File: src/rtl/seq_divider_pkg.sv
// Shared types and defaults for the sequential restoring divider.
// Imported by the top and the iteration step.
package seq_divider_pkg;

    localparam int DEF_DIVIDEND_W = 8;
    localparam int DEF_DIVISOR_W  = 4;

    typedef enum logic [1:0] {
        IDLE = 2'd0,
        RUN  = 2'd1,
        DONE = 2'd2
    } state_t;

    function automatic int cnt_w(input int n);
        return (n > 1) ? $clog2(n) : 1;
    endfunction

    localparam int CNT_W = cnt_w(DEF_DIVIDEND_W);

endpackage

File: src/rtl/seq_divider_step.sv
// One restoring-division iteration: shift in a dividend bit,
// trial-subtract the divisor, keep the difference when it fits.
module div_step
    import seq_divider_pkg::*;
#(
    parameter int DIVISOR_W = DEF_DIVISOR_W
) (
    input  logic [DIVISOR_W-1:0] r,
    input  logic                 qmsb,
    input  logic [DIVISOR_W-1:0] d,
    output logic [DIVISOR_W-1:0] r_next,
    output logic                 qbit
);

    // t carries one extra bit for the shifted-in carry
    logic [DIVISOR_W:0] t;
    logic [DIVISOR_W:0] diff;

    always_comb begin
        t      = {r, qmsb};
        diff   = t - {1'b0, d};
        qbit   = (t >= {1'b0, d});
        r_next = qbit ? diff[DIVISOR_W-1:0] : t[DIVISOR_W-1:0];
    end

endmodule

File: src/rtl/seq_divider.sv
// Sequential restoring unsigned divider with start/done handshake.
// One quotient bit per cycle; divide-by-zero flagged, not iterated.
module seq_divider
    import seq_divider_pkg::*;
#(
    parameter int DIVIDEND_W = DEF_DIVIDEND_W,
    parameter int DIVISOR_W  = DEF_DIVISOR_W
) (
    input  logic                  clk,
    input  logic                  rst_n,
    input  logic                  start,
    input  logic [DIVIDEND_W-1:0] dividend,
    input  logic [DIVISOR_W-1:0]  divisor,
    output logic                  busy,
    output logic                  done,
    output logic [DIVIDEND_W-1:0] quotient,
    output logic [DIVISOR_W-1:0]  remainder,
    output logic                  div_by_zero
);

    localparam int CW = cnt_w(DIVIDEND_W);
    localparam logic [CW-1:0] LAST = CW'(DIVIDEND_W - 1);

    state_t                state;
    logic [DIVIDEND_W-1:0] q;
    logic [DIVISOR_W-1:0]  r;
    logic [DIVISOR_W-1:0]  d;
    logic [CW-1:0]         cnt;

    logic [DIVISOR_W-1:0]  r_next;
    logic                  qbit;
    logic [DIVIDEND_W-1:0] q_next;

    div_step #(
        .DIVISOR_W(DIVISOR_W)
    ) u_step (
        .r      (r),
        .qmsb   (q[DIVIDEND_W-1]),
        .d      (d),
        .r_next (r_next),
        .qbit   (qbit)
    );

    assign q_next = {q[DIVIDEND_W-2:0], qbit};

    always_ff @(posedge clk or negedge rst_n) begin
        if (!rst_n) begin
            state       <= IDLE;
            busy        <= 1'b0;
            done        <= 1'b0;
            quotient    <= '0;
            remainder   <= '0;
            div_by_zero <= 1'b0;
            q           <= '0;
            r           <= '0;
            d           <= '0;
            cnt         <= '0;
        end else begin
            unique case (state)
                IDLE: begin
                    done <= 1'b0;
                    if (start) begin
                        q     <= dividend;
                        d     <= divisor;
                        r     <= '0;
                        cnt   <= '0;
                        busy  <= 1'b1;
                        state <= RUN;
                    end
                end
                RUN: begin
                    // zero divisor skips iterations after one cycle
                    if (d == '0) begin
                        quotient    <= '1;
                        remainder   <= '0;
                        div_by_zero <= 1'b1;
                        done        <= 1'b1;
                        state       <= DONE;
                    end else begin
                        q   <= q_next;
                        r   <= r_next;
                        cnt <= cnt + 1'b1;
                        if (cnt == LAST) begin
                            quotient    <= q_next;
                            remainder   <= r_next;
                            div_by_zero <= 1'b0;
                            done        <= 1'b1;
                            state       <= DONE;
                        end
                    end
                end
                DONE: begin
                    done  <= 1'b0;
                    busy  <= 1'b0;
                    state <= IDLE;
                end
                default: begin
                    done  <= 1'b0;
                    busy  <= 1'b0;
                    state <= IDLE;
                end
            endcase
        end
    end

endmodule
File: config.mk
export PLATFORM = sky130hd
export DESIGN_NAME = seq_divider
export DESIGN_NICKNAME = d
export VERILOG_FILES = /design/src/rtl/seq_divider_pkg.sv /design/src/rtl/seq_divider_step.sv /design/src/rtl/seq_divider.sv
export SDC_FILE = /design/constraint.sdc
export NUM_CORES = 1
export LEC_CHECK = 0
export CAP_MARGIN = 0
export CORE_AREA = 2 2 73 58
export DETAILED_ROUTE_END_ITERATION = 12
export DIE_AREA = 0 0 75 60
export HOLD_SLACK_MARGIN = 0.08
export MAX_ROUTING_LAYER = met4
export PLACE_DENSITY = 0.84
export SLEW_MARGIN = 20
export SYNTH_ARGS = -nofsm -noshare
export SYNTH_HDL_FRONTEND = slang
export SYNTH_SLANG_ARGS = --single-unit
File: constraint.sdc
create_clock -name clk -period 1.86 [get_ports clk]
set_input_delay 0.465 -clock clk [delete_from_list [all_inputs] [get_ports clk]]
set_output_delay 0.465 -clock clk [all_outputs]
set_load 0.05 [all_outputs]
### Word-level counts from Yosys, hierarchy flattened

Cells that the tools add are included.

* bits of input ports: 15
* bits in registers: 36
* logic and storage cells: 53

* bitwise operators: 1
* order comparisons: 1
* reduce and logical (&&, ||, !) cells: 9
* equal/unequal tests: 5
* add/sub/neg operators: 2
* multiplexer cells: 25

Operator list (number)
* 8-bit two-way mux: 4
* 4-bit two-way mux: 5
* 8-bit one-hot mux with 2 select lines: 1
* 4-bit one-hot mux with 2 select lines: 1
* 2-bit AND reduction: 4
* 1-bit two-way mux: 6
* 2-bit two-way mux: 3
* 3-bit two-way mux: 2
* 3-bit one-hot mux with 2 select lines: 1
* 5-bit by 4-bit greater-or-equal comparator with 1-bit output: 1
* 4-bit zero test: 1
* 2-bit != test, second input constant: 2
* 2-bit one-hot mux with 2 select lines: 1
* 2-bit nonzero test: 2
* 4-bit subtractor: 1
* 3-bit by 1-bit adder with 3-bit output, second input constant: 1
* 3-bit == test, second input constant: 1
* 3-bit != test, second input constant: 1
* 3-bit AND reduction: 1
* 2-bit by 1-bit == test with 1-bit output, second input constant: 1
* 2-bit zero test: 1
* 1-bit one-hot mux with 2 select lines: 1
* 1-bit NOT: 1

### Depth between registers and ports, before layout

Gate-level depths: netlist of run 1.

* word-level depth: 4
* gate-level depth with buffers: 7

### Cells and area by module

From an unflattened synthesis of run 1, not the netlist that was laid out.

* cell total of the unflattened synthesis: 161
* area, all modules: 1697.9 µm²

Modules (own cells, without submodules)
* seq_divider: area each 1473.9 µm², times used 1, cells each 133
* div_step: area each 224.0 µm², times used 1, cells each 28

### Worst setup path before layout of run 1

Ideal clock, no wire load.

* path type: register -> register
* start: register d[0]
* end: register remainder[0]
* path slack: 0.042 ns
* required time: 1.739 ns
* data arrival time: 1.697 ns
* buffers on the path: 0
* stages on the path, launching flop included: 7
* cells stage by stage: dfrtp_1 -> ha_1 -> nand2b_1 -> a211oi_1 -> o21ai_1 -> mux2i_1 -> a22o_1

* cells in the longest elaborated chain, start to end: 4
* elaborated cells on any way between the ends: 8

RTL lines
* start, declared: line seq_divider.sv:27 `logic [DIVISOR_W-1:0] d;`
* start signal, assigned: line seq_divider.sv:64 `d <= divisor;`
* 4-bit subtractor / 5-bit by 4-bit greater-or-equal comparator with 1-bit output (equally long branches): line seq_divider_step.sv:21, seq_divider_step.sv:22
* 4-bit two-way mux: line seq_divider_step.sv:23 `r_next = qbit ? diff[DIVISOR_W-1:0] : t[DIVISOR_W-1:0];`
* 4-bit two-way mux: line seq_divider.sv:83 `if (cnt == LAST) begin`
* 4-bit two-way mux: line seq_divider.sv:73 `if (d == '0) begin`
* end signal, assigned: line seq_divider.sv:85 `remainder <= r_next;`
* end, declared: line seq_divider.sv:17 `output logic [DIVISOR_W-1:0] remainder,`

Parallel ways exist; a longest one is shown, timed or not. The select of a mux whose other input is x is not followed.
A chain may end at the register's enable or synchronous reset.

### Worst setup path after layout of run 1

* start: register d[2]
* end: register r[3]

* cells in the longest elaborated chain, start to end: 4
* elaborated cells on any way between the ends: 8

RTL lines
* 4-bit subtractor / 5-bit by 4-bit greater-or-equal comparator with 1-bit output (equally long branches): line seq_divider_step.sv:21, seq_divider_step.sv:22
* 4-bit two-way mux: line seq_divider_step.sv:23
* 4-bit two-way mux: line seq_divider.sv:73
* 4-bit one-hot mux with 2 select lines: line seq_divider.sv:59 `unique case (state)`
* end signal, assigned: line seq_divider.sv:81 `r <= r_next;`
* end, declared: line seq_divider.sv:26 `logic [DIVISOR_W-1:0] r;`

Parallel ways exist; a longest one is shown, timed or not. The select of a mux whose other input is x is not followed.

==> flow_summary.yaml, run 1 <==
run_status:
  status: "finished with violations"
  failed_checks: "negative setup slack"
finish:
  antenna_cells: 0
  nets: 255
  finalCoreUtilization_pct: 61.41
  drive_gt1_share_pct: 27.04
  area_delta_synth_final_pct: 36.95
  fill_cells: 311
route:
  viasPerCell: 5.271
  drc_errors: 0
  first_iter_violations: 115
  wl_per_cell_um: 15.25
  first_pass_iters: 4
  final_antenna_net_count: 0
  routed_wl_mm: 4.392
  vias: 1518
sta:
  finalCritPeriodShare_pct: 101.1
  worstMarginPinSlew_ps: 453.8
  setup_viol: 1
  skew_ps: 7.151
  hold_viol_final: 0
  setup_tns_ps: -19.77
  grt_setup_unrepaired: "yes"
  period_needed_ps: 1880
  maxSlewViolCount: 0
  setup_slack_ps: -19.77
  max_freq_mhz: 532.0
  max_slew_margin_pct: 69.50
logic_synthesis:
  syn_avg_cell_area_sq_um: 9.330
  synth_edf_count: 0
  ys.flop_type: "dfrtp_1"
  synthTopCellsByArea: "dfrtp_1 52%, nand2_1 12%, ha_1 4.4%, o21ai_0 4.1%, nor2_1 3.1%"
  yosysSeqAreaShare_pct: 52.48
  async_flop_share_pct: 100.0
  syn-instance-count: 184
  synthDominantCellAreaShare_pct: 52.48
  yosys_warnings: 0
  ys_ff_latch: 36
  synth.distinct_cells: 34
  yosysTopAreaCell: "dfrtp_1"
  syn_nets: 206
  netlist_area_sq_um: 1717
worst_hold_path:
  hold_depth: 2
  hold_class: "reg2reg"
  hold_path.startpoint: "div_by_zero"
  hold_path_end: "div_by_zero"
global_route:
  grt_max_degree: 37
  antenna_found_initial: 0
  grt_pass1_wl_mm: 6.617
  grt_usage_pct: 20.87
  grt_pass1_vias: 1407
  overflow: 0
floorplan:
  io_pins: 30
  rows: 20
  die_y_um: 60
  die_x_um: 75
  die_area_sq_um: 4500
  initial_utilization_pct: 44.84
  core-area_sq_um: 3829
worst_setup_path:
  cp.arrival_ps: 2050
  reg2reg_depth: 7
  cp_max_fo: 4
  cp-end-kind: "register"
  reg2reg_to: "r[3]"
  r2r_start: "d[2]"
  worstSetupPathType: "reg2reg"
  cp-start-kind: "register"
  ff2ff_setup_slack_ps: -20
  cp.required_ps: 2030
clocking:
  cts_hold_buf: 0
  cts.sinks: 36
  cts_tree: "done"
  numCtsBuffers: 5
  htree_levels: 2
  clock_path_buffers: 2
  clk_latency_ps: 290
  clkTransAtPathRegs_ps: 70
  clock-root-buffer: "clkbuf_8"
place:
  io_buffers: 29
  hpwl_mm: 2.947
  pre_cts_ws_ps: -99.60
  place_congestion: 0.9335
flow_run:
  maxCapViolCount: 0
==> cell type report <==
type | count | area (sq um) | area share [%]
Clock buffer | 7 | 96.34 | 4.098
Multi-Input combinational cell | 136 | 865.8 | 36.83
Timing Repair Buffer | 47 | 391.6 | 16.66
Tap cell | 55 | 68.82 | 2.927
Inverter | 7 | 26.28 | 1.118
Sequential cell | 36 | 902.1 | 38.37
==> flip-flops by register name, summed over array words and instances (netlist names) <==
signal	flops
busy	1
state	2
done	1
d	4
div_by_zero	1
quotient	8
remainder	4
cnt	3
r	4
q	8
==> worst max-delay path by stage <==
stage	start	endpoint	slack, ps	cells past startpoint
3_5_place_dp	d[2]	r[3]	-100	7
3_3_place_gp	q[7]	remainder[2]	-6	8
6_report	d[2]	r[3]	-20	7
2_1_floorplan	d[0]	remainder[0]	40	6
5_1_grt	d[2]	r[3]	-50	7
4_1_cts	d[2]	r[3]	1	7
==> worst max-delay path: stages (launching register included) <==
cell	delay [ps]
dfrtp_1	380
inv_1	100
ha_4	300
nand3b_1	150
a21boi_2	270
nor3_2	110
o21a_1	190
a221o_1	270
==> cells by family after synthesis <==
family	share of synthesized area, %
flops	52.48
compound gates	11.37
mux	2.332
xor+xnor	0.5103
simple gates	24.78
fa+ha+maj	5.539
buf+inv	2.988
==> Yosys cell counts (all sizes together), types with 2 or more instances <==
master / number
nand2: 59
dfrtp: 36
o21ai: 15
nor2: 14
nand3: 10
a31oi: 7
inv: 7
ha: 6
buf: 4
mux2i: 4
a22o: 2
and2: 2
nand2b: 2
==> layout by cell type (no fill, tap or decap), types with 2 or more instances in the layout <==
master	instances
buf_4	32
nand3_1	10
and2_1	2
nor2_1	13
o21ai_0	9
a31oi_1	7
o21ai_1	4
nand2_2	2
ha_1	3
mux2i_4	2
inv_2	2
dfrtp_1	35
clkbuf_8	7
a22o_1	2
mux2i_1	2
inv_1	5
ha_4	3
nand2_1	56
o21ai_2	2
clkdlybuf4s50_1	14
==> stage by stage <==
| stage | cell area [sq um] | cells | hold slack, ps |
|---|---|---|---|
| final | 2351 | 288 | 484.1 |
| after global placement | 2111 | 276 | 459.8 |
| after floorplan | 1717 | 184 | 169.4 |
| after CTS | 2220 | 283 | 489.6 |
| after global routing | 2351 | 288 | 510.2 |
| after detailed placement | 2111 | 276 | 474.5 |
==> per-layer routing <==
| metal | track usage, % | share of wire (%) |
|---|---|---|
| met4 | 8.418 | 4.1 |
| met3 | 3.710 | 6.5 |
| met1 | 29.24 | 44 |
| met5 | - | 0 |
| met2 | 30.08 | 46 |
==> timing repair <==
action | 4_1_cts | 5_1_grt
pin swaps | 1 | 6
resized for setup | 4 | 22
gates cloned | 0 | 0
setup endpoints to repair | 6 | 6
setup buffers | 0 | 5
Power of run 1 is not shown: default switching activity piles up to over one toggle a cycle in this logic, so the estimate is an artifact.
==> run 2, diff against run 1 <==
--- a/config.mk
+++ b/config.mk
@@ -5,10 +5,11 @@
 export SDC_FILE = /design/constraint.sdc
 export NUM_CORES = 1
 export LEC_CHECK = 0
-export CAP_MARGIN = 0
+export CAP_MARGIN = 20
 export CORE_AREA = 2 2 73 58
 export DETAILED_ROUTE_END_ITERATION = 12
 export DIE_AREA = 0 0 75 60
+export GPL_TIMING_DRIVEN = 0
 export HOLD_SLACK_MARGIN = 0.08
 export MAX_ROUTING_LAYER = met4
 export PLACE_DENSITY = 0.84
==> flow_summary.yaml, run 2 (synthesized netlist as in run 1, its figures left out) <==
flow_run:
  maxCapViolCount: 0
floorplan:
  die_x_um: 75
  die_area_sq_um: 4500
  initial_utilization_pct: 44.84
  die_y_um: 60
  rows: 20
  io_pins: 30
  core-area_sq_um: 3829
run_status:
  status: "finished, final reports clean"
sta:
  setup_viol: 0
  timing.hold.ws_ps: 82.34
  maxSlewViolCount: 0
  period_needed_ps: 1845
  hold_viol_final: 0
  grt_setup_unrepaired: "yes"
  setup_tns_ps: 0
  skew_ps: 10.44
  worstMarginPinSlew_ps: 489.8
  max_freq_mhz: 542.0
  max_slew_margin_pct: 67.47
  finalCritPeriodShare_pct: 99.20
worst_setup_path:
  cp_max_fo: 5
  cp.required_ps: 2040
  worstSetupPathType: "reg2reg"
  path_delay_family: "compound AO/OA/AOI/OAI gates"
  cp.arrival_ps: 2020
  critPathBufInv: 0
  max_stage_delay_ps: 450
  cp-end-kind: "register"
  cp-start-kind: "register"
  cp_slowest_cell: "dfrtp_2"
  cp_cell_sequence: "ha_4 > nand2b_4 > a211oi_4 > o21ai_4 > mux2i_2 > a22o_1"
place:
  hpwl_mm: 2.688
  io_buffers: 29
  dpl_cell_area_sq_um: 2098
  place_congestion: 0.8808
clocking:
  cts.sinks: 36
  clkTransAtPathRegs_ps: 80
  cts_tree: "done"
  numCtsBuffers: 5
  cts_hold_buf: 0
  clock_path_buffers: 2
  clock-root-buffer: "clkbuf_8"
  htree_levels: 2
  clk_latency_ps: 300
route:
  wl_per_cell_um: 14.52
  final_antenna_net_count: 0
  viasPerCell: 5.233
  first_pass_iters: 4
  routed_wl_mm: 4.110
  drc_errors: 0
  vias: 1481
  first_iter_violations: 88
global_route:
  grt_pass1_vias: 1330
  grt_max_degree: 23
  grt_usage_pct: 19.79
  antenna_found_initial: 0
  overflow: 0
  grt_pass1_wl_mm: 6.251
finish:
  fill_cells: 310
  drive_gt1_share_pct: 18.42
  area_delta_synth_final_pct: 35.86
  layout_commonest_cell: "nand2_1"
  layout_common_cells: "56 x nand2_1, 34 x dfrtp_1, 15 x dlygate4sd2_1"
  antenna_cells: 0
  finalCoreUtilization_pct: 60.92
  reg_top3: "q x8, quotient x8"
  final_area_sq_um: 2332
  nets: 249
worst_hold_path:
  hold_class: "in2async"
==> run 2: cell types whose count changed in the layout (fill, tap and decap cells not counted), sizes merged <==
cell / previous run / this run
buf: 33 / 12
dlygate4sd2: 0 / 15
clkbuf: 7 / 9
clkdlybuf4s50: 14 / 13
==> run 2: through the flow <==
stage          worst slack (ps)  instances
2_1_floorplan             42.23        184
3_3_place_gp             -439.6        268
3_5_place_dp             -328.8        269
4_1_cts                  -53.57        278
5_1_grt                  -48.45        283
6_report                  14.84        283
==> run 2: routing by layer <==
| layer | part of all wire [%] | GRT usage [%] | vias up | wire length [um] |
|---|---|---|---|---|
| li1 | - | - | 706 | - |
| met2 | 45 | 26.82 | 47 | 1866 |
| met1 | 47 | 28.37 | 721 | 1948 |
| met4 | 1.7 | 6.378 | 0 | 70 |
| met3 | 5.5 | 5.902 | 7 | 224 |
| met5 | 0 | - | - | 0 |
==> run 2: what timing repair did <==
action / 4_1_cts / 5_1_grt
endpoints found under the setup margin: 23 / 9
pin swaps: 2 / 8
gates resized for setup: 21 / 22
buffers inserted: 1 / 6
==> run 2: final timing paths <==
check,end,slack [ps],depth (start not counted),startpoint
setup / recovery,remainder[0],10,6,d[0]
hold / removal,r[1],80,1,rst_n
setup reg to reg,remainder[0],10,6,d[0]
hold reg to reg,remainder[2],480,2,remainder[2]
max in group asynchronous,q[0],1330,2,rst_n
min in group clk,remainder[2],480,2,remainder[2]
==> run 2: cell type report <==
cell class | instances | area (sq um) | area share, %
Inverter | 7 | 26.28 | 1.127
Tap cell | 55 | 68.82 | 2.951
Buffer | 4 | 23.77 | 1.019
Sequential cell | 36 | 903.4 | 38.73
Timing Repair Buffer | 37 | 346.6 | 14.86
Clock buffer | 8 | 90.09 | 3.863
Multi-Input combinational cell | 136 | 873.3 | 37.45
==> run 2: worst reg2reg max path, stage by stage, from the launching register on <==
cell and delay (ps):
dfrtp_2 450, ha_4 250, nand2b_4 140, a211oi_4 300
o21ai_4 140, mux2i_2 210, a22o_1 230
Power of run 2 is left out for the same reason.
==> run 3, diff against run 2 <==
--- a/config.mk
+++ b/config.mk
@@ -6,13 +6,14 @@
 export NUM_CORES = 1
 export LEC_CHECK = 0
 export CAP_MARGIN = 20
-export CORE_AREA = 2 2 73 58
+export CORE_AREA = 2 2 67 53
 export DETAILED_ROUTE_END_ITERATION = 12
-export DIE_AREA = 0 0 75 60
+export DIE_AREA = 0 0 69 55
+export GPL_ROUTABILITY_DRIVEN = 0
 export GPL_TIMING_DRIVEN = 0
 export HOLD_SLACK_MARGIN = 0.08
 export MAX_ROUTING_LAYER = met4
-export PLACE_DENSITY = 0.84
+export PLACE_DENSITY = 0.94
 export SLEW_MARGIN = 20
 export SYNTH_ARGS = -nofsm -noshare
 export SYNTH_HDL_FRONTEND = slang
==> constraint.sdc (replaced) <==
create_clock -name clk -period 2.2 [get_ports clk]
set_input_delay 0.55 -clock clk [delete_from_list [all_inputs] [get_ports clk]]
set_output_delay 0.55 -clock clk [all_outputs]
set_load 0.05 [all_outputs]
==> flow_summary.yaml, run 3 (synthesized netlist as in run 1, its figures left out) <==
run_status:
  status: "finished, final reports clean"
clocking:
  ctsResizeCount: 0
  postCtsSetupRepairBufs: 0
  htree_levels: 2
  clock-root-buffer: "clkbuf_8"
  clk_latency_ps: 290
  cts_tree: "done"
  clock_path_buffers: 2
  cts_hold_buf: 0
  numCtsBuffers: 5
  clkTransAtPathRegs_ps: 70
  cts.sinks: 36
sta:
  hold_viol_final: 0
  setup_viol: 0
  setup_tns_ps: 0
  max_freq_mhz: 491.5
  grt_setup_unrepaired: "no"
  max_slew_margin_pct: 44.46
  finalCritPeriodShare_pct: 92.47
  period_needed_ps: 2034
  maxSlewViolCount: 0
  worstMarginPinSlew_ps: 824.4
  skew_ps: 4.548
worst_setup_path:
  cp-end-kind: "register"
  cp-start-kind: "register"
  worstSetupPathType: "reg2reg"
  reg2reg_depth: 6
  cp_max_fo: 6
  cp.required_ps: 2440
  cp.arrival_ps: 2270
finish:
  seq_area_sq_um: 900.9
  nets: 243
  multi_input_area_sq_um: 764.5
  final_area_sq_um: 2176
  drive_gt1_share_pct: 8.597
  layout_commonest_cell: "nand2_1"
  area_delta_synth_final_pct: 26.75
  final_cell_count_no_fill: 261
  layout_common_cells: "56 x nand2_1, 36 x dfrtp_1, 28 x clkdlybuf4s50_1"
  reg_top3: "q x8, quotient x8"
  antenna_cells: 0
  fill_cells: 255
route:
  first_pass_iters: 4
  routed_wl_mm: 3.549
  viasPerCell: 5.383
  wl_per_cell_um: 13.60
  vias: 1405
  drc_errors: 0
  first_iter_violations: 118
  final_antenna_net_count: 0
power_and_ir_drop:
  ir_worst_vdd_uv: 833.8
  p_per_area_nw_per_um2: 1740
  leakage_nw: 1.024
floorplan:
  io_pins: 30
  die_x_um: 69
  rows: 18
  core-area_sq_um: 3153
  die_y_um: 55
  initial_utilization_pct: 54.44
  die_area_sq_um: 3795
global_route:
  grt_pass1_wl_mm: 6.154
  antenna_found_initial: 0
  grt_pass1_vias: 1354
  grt_max_degree: 22
  grt_usage_pct: 22.34
  overflow: 0
place:
  io_buffers: 29
  place_inst: 254
  hpwl_mm: 2.743
  dpl_cell_area_sq_um: 2079
worst_hold_path:
  hold_class: "in2async"
flow_run:
  maxCapViolCount: 0
[run 3: per-layer routing]
layer / up-vias / global-route usage [%] / wire length (um)
met3: 8 / 5.254 / 220
met5: - / - / 0
met2: 43 / 36.38 / 1586
li1: 695 / - / -
met1: 659 / 27.65 / 1679
met4: 0 / 9.804 / 63
[run 3: layout make-up]
| cell class | instances | share of cell area, % |
|---|---|---|
| plain buffers | 5 | 1.150 |
| flip-flops and latches | 36 | 41.40 |
| inverters | 7 | 1.208 |
| repair buffers | 30 | 14.38 |
| well taps | 40 | 2.300 |
| clock buffers | 7 | 4.428 |
| multi-input cells | 136 | 35.14 |
[run 3: worst max-delay path, cell delays in order, from the launching register on]
cell and delay, ps:
dfrtp_1 390, ha_1 210, ha_1 210, o21ai_0 670, nand2_1 160, o41a_1 160, a21bo_1 180
[run 3: final timing paths]
| path | startpoint | end | slack (ps) |
|---|---|---|---|
| worst max-delay path | cnt[0] | remainder[3] | 170 |
| worst min-delay path | rst_n | remainder[0] | 190 |
| worst max register to register | cnt[0] | remainder[3] | 170 |
| worst min register to register | done | done | 490 |
| max in group asynchronous | rst_n | quotient[5] | 1580 |
| min in group clk | done | done | 490 |
[run 3: metrics by stage]
stage	power (W)	worst slack (ps)	util (%)	hold WS, ps
final	0.003786	165.6	69.01	187.5
after global routing	0.004108	74.62	69.01	202.3
after CTS	0.003798	164.1	69.01	187.5
after detailed placement	0.003287	13.53	65.95	475.8
after global placement	0.003201	-143.4	65.24	458.9
after floorplan	0.002706	382.2	-	254.4
[run 3: where the power goes]
| part | switching [W] | leakage (nW) | internal [W] | total (W) |
|---|---|---|---|---|
| combinational | 0.00131 | 0.559 | 0.000784 | 0.00210 |
| sequential | 0.000216 | 0.416 | 0.000970 | 0.00119 |
| clock | 0.000224 | 0.0503 | 0.000279 | 0.000502 |
| total | 0.00175 | 1.02 | 0.00203 | 0.00379 |
Power figures use the tool's default switching activity.
